`config.mk`:
```
export PLATFORM = sky130hd
export DESIGN_NAME = vc_iter_mul_flat
export DESIGN_NICKNAME = d
export VERILOG_FILES = /design/src/rtl/vc_iter_mul_if.sv /design/src/rtl/vc_iter_mul.sv /design/src/flat_wrapper.sv
export SDC_FILE = /design/constraint.sdc
export NUM_CORES = 1
export LEC_CHECK = 0
export ABC_AREA = 0
export BUFFER_PORTS_ARGS = -buffer_cell sky130_fd_sc_hd__buf_2
export CAP_MARGIN = 15
export CORE_UTILIZATION = 35
export CTS_CLUSTER_DIAMETER = 60
export CTS_CLUSTER_SIZE = 30
export DETAILED_ROUTE_END_ITERATION = 7
export GPL_ROUTABILITY_DRIVEN = 0
export PLACE_DENSITY = 0.5
export SLEW_MARGIN = 40
export SYNTH_ARGS = -nofsm -noshare
export SYNTH_HDL_FRONTEND = slang
export SYNTH_SLANG_ARGS = --single-unit
```
`constraint.sdc`:
```
create_clock -name clk -period 24 [get_ports clk]
set_input_delay 3.6 -clock clk [delete_from_list [all_inputs] [get_ports clk]]
set_output_delay 3.6 -clock clk [all_outputs]
set_load 0.005 [all_outputs]
```
`src/rtl/vc_iter_mul_if.sv`:
```
// Handshake bundle for the iterative multiplier.
//   in_val/in_rdy/in_a/in_b/in_signed : operand request channel
//   out_val/out_rdy/out_prod          : product response channel
// The master modport belongs to the requester/consumer. The slave modport belongs to the multiplier.
interface vc_iter_mul_if #(
    parameter int W = 32
);
    logic           in_val;
    logic           in_rdy;
    logic [W-1:0]   in_a;
    logic [W-1:0]   in_b;
    logic           in_signed;
    logic           out_val;
    logic           out_rdy;
    logic [2*W-1:0] out_prod;

    modport master (
        output in_val, in_a, in_b, in_signed, out_rdy,
        input  in_rdy, out_val, out_prod
    );

    modport slave (
        input  in_val, in_a, in_b, in_signed, out_rdy,
        output in_rdy, out_val, out_prod
    );
endinterface

```
`src/rtl/vc_iter_mul.sv`:
```
// Multi-cycle shift-and-add multiplier with val/rdy handshakes.
// The multiplier works on operand magnitudes and retires BPC multiplier bits per CALC cycle.
// If exactly one operand was negative in signed mode, the unit negates the final sum.
// Latency is W/BPC cycles from the accepting edge to out_val, regardless of the data.
// Ports:
//   clk    : rising-edge clock
//   reset  : asynchronous, active-high reset. It aborts any operation in flight.
//   io     : vc_iter_mul_if.slave (operand request channel and product response channel)
module vc_iter_mul #(
    parameter int W   = 32,
    parameter int BPC = 1
) (
    input  logic           clk,
    input  logic           reset,
    vc_iter_mul_if.slave   io
);
    localparam int N  = W / BPC;
    localparam int CW = $clog2(N + 1);

    generate
        if (!((BPC == 1 || BPC == 2 || BPC == 4) && (W % BPC == 0))) begin : g_bad_param
            $error("vc_iter_mul: BPC=%0d is illegal for W=%0d", BPC, W);
        end
    endgenerate

    typedef enum logic [1:0] {
        IDLE = 2'd0,
        CALC = 2'd1,
        DONE = 2'd2
    } state_t;

    state_t         state, state_nxt;
    logic [2*W-1:0] a_sh;      // multiplicand, pre-shifted to the current digit position
    logic [W-1:0]   b_sh;      // multiplier, consumed from the bottom
    logic [2*W-1:0] acc;
    logic [2*W-1:0] pp;
    logic [2*W-1:0] sum;
    logic [2*W-1:0] prod_q;
    logic [CW-1:0]  cnt;
    logic           neg;
    logic           accept;
    logic           last;
    logic [W-1:0]   mag_a;
    logic [W-1:0]   mag_b;

    // Negating -2^(W-1) gives 2^(W-1). That value is correct when the W bits are read as unsigned.
    assign mag_a  = (io.in_signed && io.in_a[W-1]) ? -io.in_a : io.in_a;
    assign mag_b  = (io.in_signed && io.in_b[W-1]) ? -io.in_b : io.in_b;

    assign io.in_rdy   = (state == IDLE) && !reset;
    assign io.out_val  = (state == DONE);
    assign io.out_prod = prod_q;

    assign accept = io.in_val && io.in_rdy;
    assign last   = (cnt == CW'(1));

    // NOTE: every signal driven in always_comb gets a default first, so no path can infer a latch.
    always_comb begin
        state_nxt = state;
        case (state)
            IDLE:    if (accept)     state_nxt = CALC;
            CALC:    if (last)       state_nxt = DONE;
            DONE:    if (io.out_rdy) state_nxt = IDLE;
            default:                 state_nxt = IDLE;
        endcase
    end

    // Partial product for one BPC-bit digit, formed as a sum of shifted multiplicands.
    always_comb begin
        pp = '0;
        for (int i = 0; i < BPC; i++) begin
            if (b_sh[i]) pp = pp + (a_sh << i);
        end
        sum = acc + pp;
    end

    // NOTE: sequential state uses non-blocking assignments only. This keeps every register update atomic at the edge.
    always_ff @(posedge clk or posedge reset) begin
        if (reset) state <= IDLE;
        else       state <= state_nxt;
    end

    // NOTE: the datapath registers are reset too, so a reset mid-operation can never leave a stale or partial product visible.
    always_ff @(posedge clk or posedge reset) begin
        if (reset) begin
            a_sh   <= '0;
            b_sh   <= '0;
            acc    <= '0;
            cnt    <= '0;
            neg    <= 1'b0;
            prod_q <= '0;
        end else begin
            case (state)
                IDLE: begin
                    if (accept) begin
                        a_sh <= {{W{1'b0}}, mag_a};
                        b_sh <= mag_b;
                        acc  <= '0;
                        cnt  <= CW'(N);
                        neg  <= io.in_signed & (io.in_a[W-1] ^ io.in_b[W-1]);
                    end
                end
                CALC: begin
                    acc  <= sum;
                    a_sh <= a_sh << BPC;
                    b_sh <= b_sh >> BPC;
                    cnt  <= cnt - CW'(1);
                    if (last) prod_q <= neg ? -sum : sum;
                end
                default: ;
            endcase
        end
    end
endmodule

```
`src/flat_wrapper.sv`:
```
// flat-port wrapper written by rule: the top's interface ports become plain ports
module vc_iter_mul_flat 
#(
    parameter int W   = 32,
    parameter int BPC = 1
)
  (clk, reset, io_in_val, io_in_a, io_in_b, io_in_signed, io_out_rdy, io_in_rdy, io_out_val, io_out_prod);
  vc_iter_mul_if #(.W(W)) io_i ();
  input  logic clk;
  input  logic reset;
  input wire logic [$bits(io_i.in_val)-1:0] io_in_val;
  input wire logic [$bits(io_i.in_a)-1:0] io_in_a;
  input wire logic [$bits(io_i.in_b)-1:0] io_in_b;
  input wire logic [$bits(io_i.in_signed)-1:0] io_in_signed;
  input wire logic [$bits(io_i.out_rdy)-1:0] io_out_rdy;
  output wire logic [$bits(io_i.in_rdy)-1:0] io_in_rdy;
  output wire logic [$bits(io_i.out_val)-1:0] io_out_val;
  output wire logic [$bits(io_i.out_prod)-1:0] io_out_prod;
  assign io_i.in_val = io_in_val;
  assign io_i.in_a = io_in_a;
  assign io_i.in_b = io_in_b;
  assign io_i.in_signed = io_in_signed;
  assign io_i.out_rdy = io_out_rdy;
  assign io_in_rdy = io_i.in_rdy;
  assign io_out_val = io_i.out_val;
  assign io_out_prod = io_i.out_prod;
  vc_iter_mul #(.W(W), .BPC(BPC)) u_core (.clk(clk), .reset(reset), .io(io_i));
endmodule
```
==> run metrics <==
outcome=finished, violations left; failing checks=design-rule violations; hold slack=between 0.4 and 0.5 ns; Worst-path clk slew=0.07 ns; critical path arrival=around 4.3 ns; die footprint=48700 um2; top post-synthesis cells by area=dfrtp_1 35%, o21ai_0 7.7%, nand2_1 6.9%; drt wl/cell=18.8 um; number of I/O pins=135; largest net degree at the start of global routing=101; dpl cell area=17800 um2; EDFF count, synth=0; Synth area leader=dfrtp_1; routed vias=15573; Num CTS Buffers=26; Worst Reg-to-Reg Cells=16; Seq/Total Area, Yosys=34.9%; Clock Tree Buf Depth=3; Post-Syn Area=16700 um2; period utilisation layout=32.9%; antenna violations before repair=3; Worst setup EP type=output pin; post-CTS sizing=0; reg2reg setup slack=18.09 ns; Top FF cell, synth=dfrtp_1; final wirelength=51600 um; Port Buffers=134; vias in the first global route=roughly 15000; vias per cell=~5.7; gr usage total=approximately a fifth; residual DRC count=16; Final Hold Viols=0; WS Path Type=in2out; Tot Pwr=0.00215 W; most used cell, CP=buf_2; Root Buffer=clkbuf_16; CTS tree=yes; slowest stage cell, crit path=nor3_1; Yosys reg bits=~230; CTS H-tree lvls=1; share of layout cells above drive strength 1=11.2%; Final nets=2250; CTS sink count=between 200 and 250; CP Max Fanout=3; grt total ovfl=0; setup TNS=0 ns; Async S/R FF share, synth=100%; hold bufs inserted after CTS=0; Final setup violation count=0; critical path's largest stage delay=approximately 0.36 ns; Power Density=114 nW/um2; half-perimeter wire length after detailed placement=38200 um; Starting DRT DRC Count=about 1400; synthesized area per cell=8.11 um2; Setup WS pre-CTS=16.08 ns; CP endpoint=io_in_rdy; Static Leak=8.16 nW; Max Cap Violations=0; DIE WIDTH=between 200 and 250 um; CP Launch Type=input pin; syn_nets=2200; Antenna Violating Nets Remaining=0; starting density of the core=35.7%; number of library cell types mapped by synthesis=90; first-pass GRT wire length=82600 um; worst path cell trace=buf_2, nor3_1, buf_2; Die Y-Extent=221 um; Max rail drop VDD=64.2 uV; num rows=79; Ys Warns=0; Post-Route Skew=0.0330 ns; worst setup margin=16.10 ns; share of the synthesized area in the top cell type=approximately a third; Slew Limit Fails=0; Fmax=127 MHz; Critical Path Start=reset; RR Startpoint=u_core.b_sh[0]$_DFFE_PP0P_; worst rel slew slack=around 46%; setup bufs post-CTS=0; unrepaired setup endpoints after global routing=no; fin area=18800 um2; core area=46900 um2; worst skew pair latency=0.57 ns; minimum clock period=7.90 ns; type of the worst min-delay path=reg2reg; Area Growth Syn to Fin=12.5%; WP data required=20.40 ns; DR pass1 iterations=8; Worst-Margin Slew=slightly above 0.8 ns; Cells after Synth=roughly 2100; worst r2r dst=u_core.io.out_prod[59]$_DFFE_PP0P_
## cell type report
| class | count | area (um2) |
|---|---|---|
| Multi-Input combinational cell | 1666 | 10300 |
| Inverter | 34 | 135 |
| Sequential cell | 233 | 5840 |
| Antenna cell | 2 | 5.00 |
| Fill cell | 4896 | 28000 |
| Timing Repair Buffer | 151 | 827 |
| Clock inverter | 19 | 262 |
| Tap cell | 607 | 759 |
| Clock buffer | 29 | 682 |
## Yosys cell counts (40+ instances only)
cell,number
a21oi_1,107
a22oi_1,61
and2_1,85
clkbuf_1,104
dfrtp_1,233
ha_1,68
nand2_1,308
nand3_1,77
nand4_1,40
nor2_1,96
nor3_1,40
o21ai_0,257
o21ai_1,43
xnor2_1,70
xor2_1,84
## per-stage QoR
stage | instances | utilization (%)
final | 2741 | 40.2
after detailed placement | 2689 | 38.1
after floorplan | 2062 | -
after CTS | 2737 | 40.1
after global routing | 2740 | 40.2
after global placement | 2688 | 38.0
## state kept, by name, indices dropped and copies added (netlist names)
name,count
u_core.a_sh,64
u_core.acc,64
u_core.b_sh,32
u_core.cnt,6
u_core.io.out_prod,64
u_core.neg,1
u_core.state,2
## power breakdown
part	internal, W	leakage, nW	switching [W]
Clock	0.000253	0.453	0.000186
Sequential	0.000547	3.05	0.000111
Combinational	0.000383	4.66	0.000668
## worst min-delay path by stage
stage | start | end | cells after the start | slack [ns]
floorplan | u_core.cnt[5]$_DFFE_PP0P_ | u_core.cnt[5]$_DFFE_PP0P_ | 1 | 0.45
global placement | u_core.io.out_prod[39]$_DFFE_PP0P_ | u_core.io.out_prod[39]$_DFFE_PP0P_ | 2 | 0.46
detailed placement | u_core.cnt[5]$_DFFE_PP0P_ | u_core.cnt[5]$_DFFE_PP0P_ | 1 | 0.46
CTS | u_core.cnt[5]$_DFFE_PP0P_ | u_core.cnt[5]$_DFFE_PP0P_ | 1 | 0.48
global route | u_core.io.out_prod[23]$_DFFE_PP0P_ | u_core.io.out_prod[23]$_DFFE_PP0P_ | 2 | 0.50
finish | u_core.io.out_prod[23]$_DFFE_PP0P_ | u_core.io.out_prod[23]$_DFFE_PP0P_ | 2 | 0.47
## cell families after synthesis
| kind of cell | synth area share [%] |
|---|---|
| AND/OR/NAND/NOR | 22.2 |
| AO/OA/AOI/OAI | 25.5 |
| XOR/XNOR | 8.06 |
| buffers and inverters | 3.77 |
| multiplexers | 0.441 |
| adder cells (fa/ha/maj) | 5.21 |
| flip-flops | 34.9 |
## cell usage in the layout, fill, tap and decap left out, types with 28 or more instances in the layout
cell and count:
a21o_1 28, a21oi_1 107, a22oi_1 61, and2_1 85
buf_2 134, dfrtp_1 231, ha_1 68, inv_1 33
nand2_1 306, nand3_1 77, nand4_1 40, nor2_1 95
nor3_1 40, o21ai_0 257, o21ai_1 43, xnor2_1 70
xor2_1 84
## per-layer routing
| layer | vias to the layer above | track usage, % | routed length, um | share of wire [%] |
|---|---|---|---|---|
| li1 | 7605 | - | - | - |
| met5 | - | 0 | 0 | 0 |
| met4 | 0 | 5.09 | 971 | 1.9 |
| met2 | 434 | 32.3 | 22000 | 43 |
| met1 | 7476 | 31.9 | 25600 | 50 |
| met3 | 58 | 2.71 | 3060 | 5.9 |
## worst max-delay path, delay by kind of cell
kind	cells	cell delay, ns
and+or+nand+nor	1	0.36
buffers and inverters	2	0.33
Note: power is estimated with default switching activity, not from simulation.
